==> src/rtl/play_core.sv <==
// play_core: streams a contiguous block of 16-bit samples from audio memory to the DAC path.
// It sends one sample per sample_tick and is controlled by start/pause/stop.
module play_core #(
  parameter int ADDR_W = 23,
  parameter int DATA_W = 16
) (
  input  logic              i_clk,
  input  logic              i_rst,
  input  logic              play_start,
  input  logic [ADDR_W-1:0] play_select,
  input  logic [ADDR_W-1:0] play_length,
  input  logic              play_pause,
  input  logic              play_stop,
  output logic              play_done,
  output logic              busy,
  output logic              mem_req,
  output logic [ADDR_W-1:0] mem_addr,
  input  logic              mem_ack,
  input  logic [DATA_W-1:0] mem_rdata,
  input  logic              sample_tick,
  output logic [DATA_W-1:0] dac_data,
  output logic              dac_valid,
  output logic              underrun,
  output logic [2:0]        dbg_state
);

  typedef enum logic [2:0] {
    S_IDLE   = 3'd0,
    S_FETCH  = 3'd1,
    S_READY  = 3'd2,
    S_PAUSED = 3'd3,
    S_FINISH = 3'd4
  } state_e;

  state_e              state_q, state_d;
  logic [ADDR_W-1:0]   addr_q, addr_d;
  logic [ADDR_W-1:0]   remaining_q, remaining_d;
  logic [DATA_W-1:0]   buffer_q, buffer_d;
  logic                stop_pending_q, stop_pending_d;
  logic [DATA_W-1:0]   dac_data_q, dac_data_d;
  logic                dac_valid_q, dac_valid_d;
  logic                underrun_q, underrun_d;
  logic                play_done_q, play_done_d;

  always_ff @(posedge i_clk) begin
    if (i_rst) state_q <= S_IDLE;
    else       state_q <= state_d;
  end

  always_comb begin
    state_d = state_q;
    case (state_q)
      S_IDLE: begin
        if (play_start) state_d = (play_length == '0) ? S_FINISH : S_FETCH;
      end
      S_FETCH: begin
        if (mem_ack) state_d = (stop_pending_q || play_stop) ? S_FINISH : S_READY;
      end
      S_READY: begin
        if (play_stop)        state_d = S_FINISH;
        else if (play_pause)  state_d = S_PAUSED;
        else if (sample_tick) state_d = (remaining_q == '0) ? S_FINISH : S_FETCH;
      end
      S_PAUSED: begin
        if (play_stop)        state_d = S_FINISH;
        else if (!play_pause) state_d = S_READY;
      end
      S_FINISH: state_d = S_IDLE;
      default:  state_d = S_IDLE;
    endcase
  end

  // Memory handshake: mem_req is high for the whole of FETCH with mem_addr held constant;
  // the transfer completes on the first cycle mem_ack is seen high, with mem_rdata valid then.
  always_comb begin
    addr_d         = addr_q;
    remaining_d    = remaining_q;
    buffer_d       = buffer_q;
    stop_pending_d = stop_pending_q;
    dac_data_d     = dac_data_q;
    dac_valid_d    = 1'b0;
    underrun_d     = 1'b0;
    play_done_d    = 1'b0;
    case (state_q)
      S_IDLE: begin
        if (play_start) begin
          addr_d      = play_select;
          remaining_d = play_length;
        end
      end
      S_FETCH: begin
        if (play_stop)   stop_pending_d = 1'b1;
        if (sample_tick) underrun_d     = 1'b1;
        if (mem_ack) begin
          addr_d = addr_q + ADDR_W'(1);
          if (remaining_q != '0) remaining_d = remaining_q - ADDR_W'(1);
          // A stopped fetch still completes on the bus, but its word is dropped.
          if (!(stop_pending_q || play_stop)) buffer_d = mem_rdata;
        end
      end
      S_READY: begin
        if (!play_stop && !play_pause && sample_tick) begin
          dac_data_d  = buffer_q;
          dac_valid_d = 1'b1;
        end
      end
      S_FINISH: begin
        play_done_d    = 1'b1;
        dac_data_d     = '0;
        stop_pending_d = 1'b0;
      end
      default: ;
    endcase
  end

  always_ff @(posedge i_clk) begin
    if (i_rst) begin
      addr_q         <= '0;
      remaining_q    <= '0;
      buffer_q       <= '0;
      stop_pending_q <= 1'b0;
      dac_data_q     <= '0;
      dac_valid_q    <= 1'b0;
      underrun_q     <= 1'b0;
      play_done_q    <= 1'b0;
    end else begin
      addr_q         <= addr_d;
      remaining_q    <= remaining_d;
      buffer_q       <= buffer_d;
      stop_pending_q <= stop_pending_d;
      dac_data_q     <= dac_data_d;
      dac_valid_q    <= dac_valid_d;
      underrun_q     <= underrun_d;
      play_done_q    <= play_done_d;
    end
  end

  assign mem_req   = (state_q == S_FETCH);
  assign busy      = (state_q != S_IDLE);
  assign mem_addr  = addr_q;
  assign dac_data  = dac_data_q;
  assign dac_valid = dac_valid_q;
  assign underrun  = underrun_q;
  assign play_done = play_done_q;
  assign dbg_state = state_q;

endmodule

==> config.mk <==
export PLATFORM = sky130hd
export DESIGN_NAME = play_core
export DESIGN_NICKNAME = d
export VERILOG_FILES = /design/src/rtl/play_core.sv
export SDC_FILE = /design/constraint.sdc
export NUM_CORES = 1
export LEC_CHECK = 0
export BUFFER_PORTS_ARGS = -buffer_cell sky130_fd_sc_hd__buf_2
export CORE_MARGIN = 1.5
export CORE_UTILIZATION = 39
export DETAILED_ROUTE_END_ITERATION = 10
export PLACE_DENSITY = 0.74
export SYNTH_ARGS = -nofsm -noshare
export SYNTH_HDL_FRONTEND = slang
export SYNTH_SLANG_ARGS = --single-unit
==> constraint.sdc <==
create_clock -name i_clk -period 2.8 [get_ports i_clk]
set_input_delay 0.28 -clock i_clk [delete_from_list [all_inputs] [get_ports i_clk]]
set_output_delay 0.28 -clock i_clk [all_outputs]
set_load 0.03 [all_outputs]
### Yosys cells after proc, flatten, opt, wreduce, memory -nomap -nowiden

Cells that the tools add are included.
W data, S select, Z words.

| storage, ports and cells | value |
|---|---|
| register bits | 85 |
| input port bits | 69 |
| output and inout port bits | 47 |
| word-level logic and storage cells | 71 |

| operators by class | value |
|---|---|
| add/subtract/negate cells | 2 |
| equality and inequality tests | 11 |
| multiplexer cells | 25 |
| bitwise operators | 3 |
| reduce and logical (&&, ||, !) cells | 21 |

Operators by type and width:

| operator | number |
|---|---|
| $mux W23 | 5 |
| $pmux W23 S2 | 2 |
| $logic_not A23 Y1 | 2 |
| $pmux W16 S2 | 1 |
| $mux W3 | 10 |
| $add A23 B1 Y23 const B | 1 |
| $reduce_bool A23 Y1 | 1 |
| $sub A23 B1 Y23 const B | 1 |
| $mux W16 | 1 |
| $pmux W3 S4 | 1 |
| $reduce_and A4 Y1 | 2 |
| $eq A3 B2 Y1 const B | 2 |
| $ne A2 B2 Y1 const B | 3 |
| $reduce_and A3 Y1 | 2 |
| $reduce_bool A2 Y1 | 3 |
| $mux W1 | 4 |
| $ne A2 B1 Y1 const B | 2 |
| $ne A4 B4 Y1 const B | 1 |
| $reduce_and A2 Y1 | 2 |
| $reduce_or A2 Y1 | 2 |
| $eq A3 B1 Y1 const B | 1 |
| $eq A3 B3 Y1 const B | 1 |
| $logic_not A3 Y1 | 1 |
| $ne A3 B3 Y1 const B | 1 |
| other kinds (6) | 10 |

### Logic depth before layout (Yosys ltp)

| logic depth | value |
|---|---|
| depth after elaboration | 6 |
| mapped depth | 9 |
| mapped depth without buffers | 7 |

### Worst setup path after synthesis

No wires, ideal clock.

| timing path | value |
|---|---|
| kind | flip-flop to flip-flop |
| from | reg addr_q[0] (netlist: mem_addr[0]) |
| to | reg addr_q[16] (netlist: mem_addr[16]) |
| setup time | 0.103 ns |
| data arrival time | 2.123 ns |
| required time | 2.697 ns |
| setup slack | 0.573 ns |
| cell stages (with the launch flop) | 8 |
| path buffers | 1 |
| period minus slack after synthesis | 2.227 ns |
| cells stage by stage | dfxtp_1 ha_1 nand3_1 or4b_1 clkbuf_1 nor2_1 a211oi_1 a2111oi_2 |

| between the ends | value |
|---|---|
| longest elaborated chain between the ends | 3 |

RTL lines:

| what | line | source |
|---|---|---|
| start, declared | 36 | `logic [ADDR_W-1:0] addr_q, addr_d;` |
| start signal, assigned | 127 | `addr_q <= addr_d;` |
| $add A23 B1 Y23 | 95 | `addr_d = addr_q + ADDR_W'(1);` |
| $mux W23 | 94 | `if (mem_ack) begin` |
| $pmux W23 S2 | 84 | `case (state_q)` |

Every way passes these cells. The select of a mux whose other input is x is not followed.
A chain may end at the register's enable or synchronous reset.

### Final worst setup path

| timing path | value |
|---|---|
| from | reg remaining_q[0] |
| to | reg remaining_q[19] |

| between the ends | value |
|---|---|
| longest elaborated chain between the ends | 4 |
| elaborated cells on any way between the ends | 7 |
| those cells by class | add/sub (1); eq/ne (1); mux (3); reduce/logical (2) |

RTL lines:

| what | line | source |
|---|---|---|
| start, declared | 37 | `logic [ADDR_W-1:0] remaining_q, remaining_d;` |
| start signal, assigned | 128 | `remaining_q <= remaining_d;` |
| $sub A23 B1 Y23 | 96 | `if (remaining_q != '0) remaining_d = remaining_q - ADDR_W'(1);` |
| $mux W23 | 96 |  |
| $mux W23 | 94 |  |
| $pmux W23 S2 | 84 |  |

Several ways; a longest one is shown, not always the timed one. The select of a mux whose other input is x is not followed.

==> results by group <==
GRT
  – GR Overflow Total: 0
  – Initial antenna violation count: 0
  – Vias in the first global route: 4203
  – Pin count of the biggest net entering global routing: 52
  – Total Routing Usage GR: 20.7%
  – Global-route wire length before repair: 20100 µm

Worst hold path
  – HP Class: in -> reg

Pwr
  – Power Total: 4.88 mW
  – Pwr Density: 901 mW/mm²
  – Leak: 2.10 nW
  – Maximum vdd drop: 0.482 mV

Synthesis
  – Share of the yosys chip area belonging to registers: 37.9%
  – Synth top area share: 37.9%
  – Post-synth cell types: 68
  – Mean Syn Cell Area: 7.58 µm²
  – Post-synth top area cell: dfxtp_1
  – Synth cell count leaders: nand2_1, dfxtp_1, a21oi_1, nor2_1, clkbuf_1
  – Compound-gate portion of the synthesized area: 26.3%
  – Post-synth top flop: dfxtp_1
  – Post-synthesis mux area share: 0.473%
  – Post-synthesis cell count: 593
  – Post-synth EDFFs: 0
  – Adder-Cell Fraction of Synth Area: 0.557%
  – Number of warnings issued by yosys: 0
  – Syn_nets: 664
  – Mapped cell area: 0.00449 mm²
  – Xor-xnor portion of the synthesized cell area: 0%
  – Largest family of logic cells by synthesized area: simple AND/OR/NAND/NOR gates
  – Top cells by area in the synthesized netlist: dfxtp_1, a21oi_1, nand2_1, nor2_1, o21ai_0
  – Most common cell in the netlist: nand2_1
  – Flops & latches, synth: 85
  – Async SR Flop Fraction: 0%
  – Simple-Gate Fraction of Synth Area: 29.9%

Clock tree
  – Max clock buf depth: 2
  – Sink Count: 85
  – Root Buffer: clkbuf_16
  – Num CTS Buffers: 9
  – H-tree Lvls: 3
  – CTS resizes: 0
  – Hold Buf Count CTS: 0
  – Clock-pin slew on the worst setup and hold paths: 0.06 ns
  – Post-CTS Setup Inserts: 0
  – TritonCTS clock tree: done
  – Clock latency on the worst-skew pair: 0.33 ns

Route
  – WL met3: 843 µm
  – Max Used Layer: met4
  – DR pass1 iterations: 6
  – Final WL: 13000 µm
  – Vias/cell: 5.79
  – Via Count: 4820
  – Drt wl/cell: 15.6 µm
  – ANT nets after route: 0
  – M1 wire length: 5450 µm
  – Met2 wire len: 6410 µm
  – Drt drc: 0
  – DR iter-0 viols: 732

Setup path
  – Crit end category: flop
  – Crit path required time: 2.98 ns
  – CP arrival: 2.72 ns
  – Worst Path Max Fanout: 15
  – WS Path Type: reg -> reg
  – Crit start category: flop

Timing
  – Max Freq: 0.394 GHz
  – Fin Hold WS: 0.176 ns
  – Fin. Hold Viols: 0
  – RSZ-0062 raised after global routing: false
  – Layout Skew: 0.00391 ns
  – Final Critical Period: 2.54 ns
  – Rel. slew slack: 32.9%
  – # setup viols final: 0
  – Setup_tns: 0 ns
  – Slew @ Worst Pin: 1.01 ns
  – Ratio of final minimum period to clock period: 90.6%
  – Final-report max-slew violation count: 0

Layout
  – Synthesis-to-finish area growth: 20.4%
  – Multi-input logic area: 0.00257 mm²
  – Share of cells above drive strength 1: 23.2%
  – Final Instance Area: 0.00541 mm²
  – Nets@finish: 756
  – Inserted Diodes: 0
  – Final std cells w/o fill: 833
  – Filler instances: 1106
  – Seq. cell area: 0.00170 mm²

Floorplan
  – # IOs: 116
  – Core area: 0.0113 mm²
  – Starting Density: 39.7%
  – Num rows: 39
  – Die width: 110 µm
  – Die area: 0.0122 mm²
  – Die H: 110 µm

Placed design
  – Cells after DPL: 817
  – RePlAce Congestion: 0.884
  – PortBufs: 115
  – HPWL after DPL: 9220 µm
  – Cell Area, Placed: 0.00513 mm²

Flow run
  – Maxcap violations: 0

Run status
  – Status: finished, final reports clean
==> state kept, by name (all words and copies together) (netlist names) <==
| name | cells |
|---|---|
| underrun | 1 |
| dac_valid | 1 |
| dbg_state | 3 |
| play_done | 1 |
| mem_addr | 23 |
| dac_data | 16 |
| buffer_q | 16 |
| remaining_q | 23 |
| stop_pending_q | 1 |
==> critical path: stages, from the launching register on <==
cell,delay (ns)
dfxtp_1,0.33
inv_1,0.11
ha_1,0.20
or3b_2,0.54
nor3_4,0.37
a31oi_2,0.44
a21oi_1,0.32
a211oi_2,0.06
==> final timing paths <==
check	startpoint	end	slack [ns]	cells past startpoint
max	remaining_q[0]$_SDFFE_PP0P_	remaining_q[19]$_SDFFE_PP0P_	0.26	7
min	mem_rdata[12]	buffer_q[12]$_SDFFE_PP0P_	0.18	3
max reg2reg	remaining_q[0]$_SDFFE_PP0P_	remaining_q[19]$_SDFFE_PP0P_	0.26	7
min reg2reg	dac_data[10]$_SDFFE_PP0P_	dac_data[10]$_SDFFE_PP0P_	0.45	2
==> cell families after synthesis <==
family | after synthesis
AOI/OAI and AO/OA | 185
adders and majority gates | 2
buffers and inverters | 52
DFF | 85
muxes | 2
and+or+nand+nor | 267
==> power by group <==
| group | switching (mW) | internal [mW] | total, mW |
|---|---|---|---|
| sequential | 0.254 | 1.42 | 1.67 |
| clock | 0.499 | 0.635 | 1.13 |
| combinational | 1.38 | 0.696 | 2.07 |
==> routing by layer <==
metal | vias to the layer above | track usage (%)
met3 | 19 | 3.17
met4 | 0 | 8.52
met1 | 2253 | 26.6
li1 | 2359 | -
met5 | - | 0
met2 | 189 | 34.5
==> cells in the final DEF (no fill, tap or decap), types with 8 or more instances in the layout <==
master / netlist / final
nand2_1: 103 / 103
nand4_1: 10 / 10
o21ai_1: 9 / 9
inv_1: 9 / 9
buf_4: 1 / 8
clkbuf_16: 0 / 9
or3_1: 10 / 10
buf_2: 4 / 115
nor4_1: 13 / 13
dfxtp_1: 85 / 85
nor2_1: 38 / 38
nand3_1: 20 / 20
a21oi_1: 78 / 78
o21ai_0: 28 / 28
nor3_1: 27 / 27
a211oi_1: 9 / 9
==> per-stage QoR <==
| step | setup WS (ns) | utilization (%) |
|---|---|---|
| after floorplan | 0.573 | - |
| after global placement | 0.419 | 45.3 |
| after detailed placement | 0.309 | 45.3 |
| after CTS | 0.291 | 47.8 |
| after global routing | 0.0754 | 47.8 |
| final | 0.264 | 47.8 |
==> area by class of cell <==
class | instances | area share (%)
Inverter | 10 | 0.694
Multi-Input combinational cell | 456 | 47.5
Timing Repair Buffer | 123 | 11.7
Sequential cell | 85 | 31.5
Clock buffer | 11 | 4.49
Tap cell | 143 | 3.31
Clock inverter | 5 | 0.763
(Power assumes the default switching activity.)
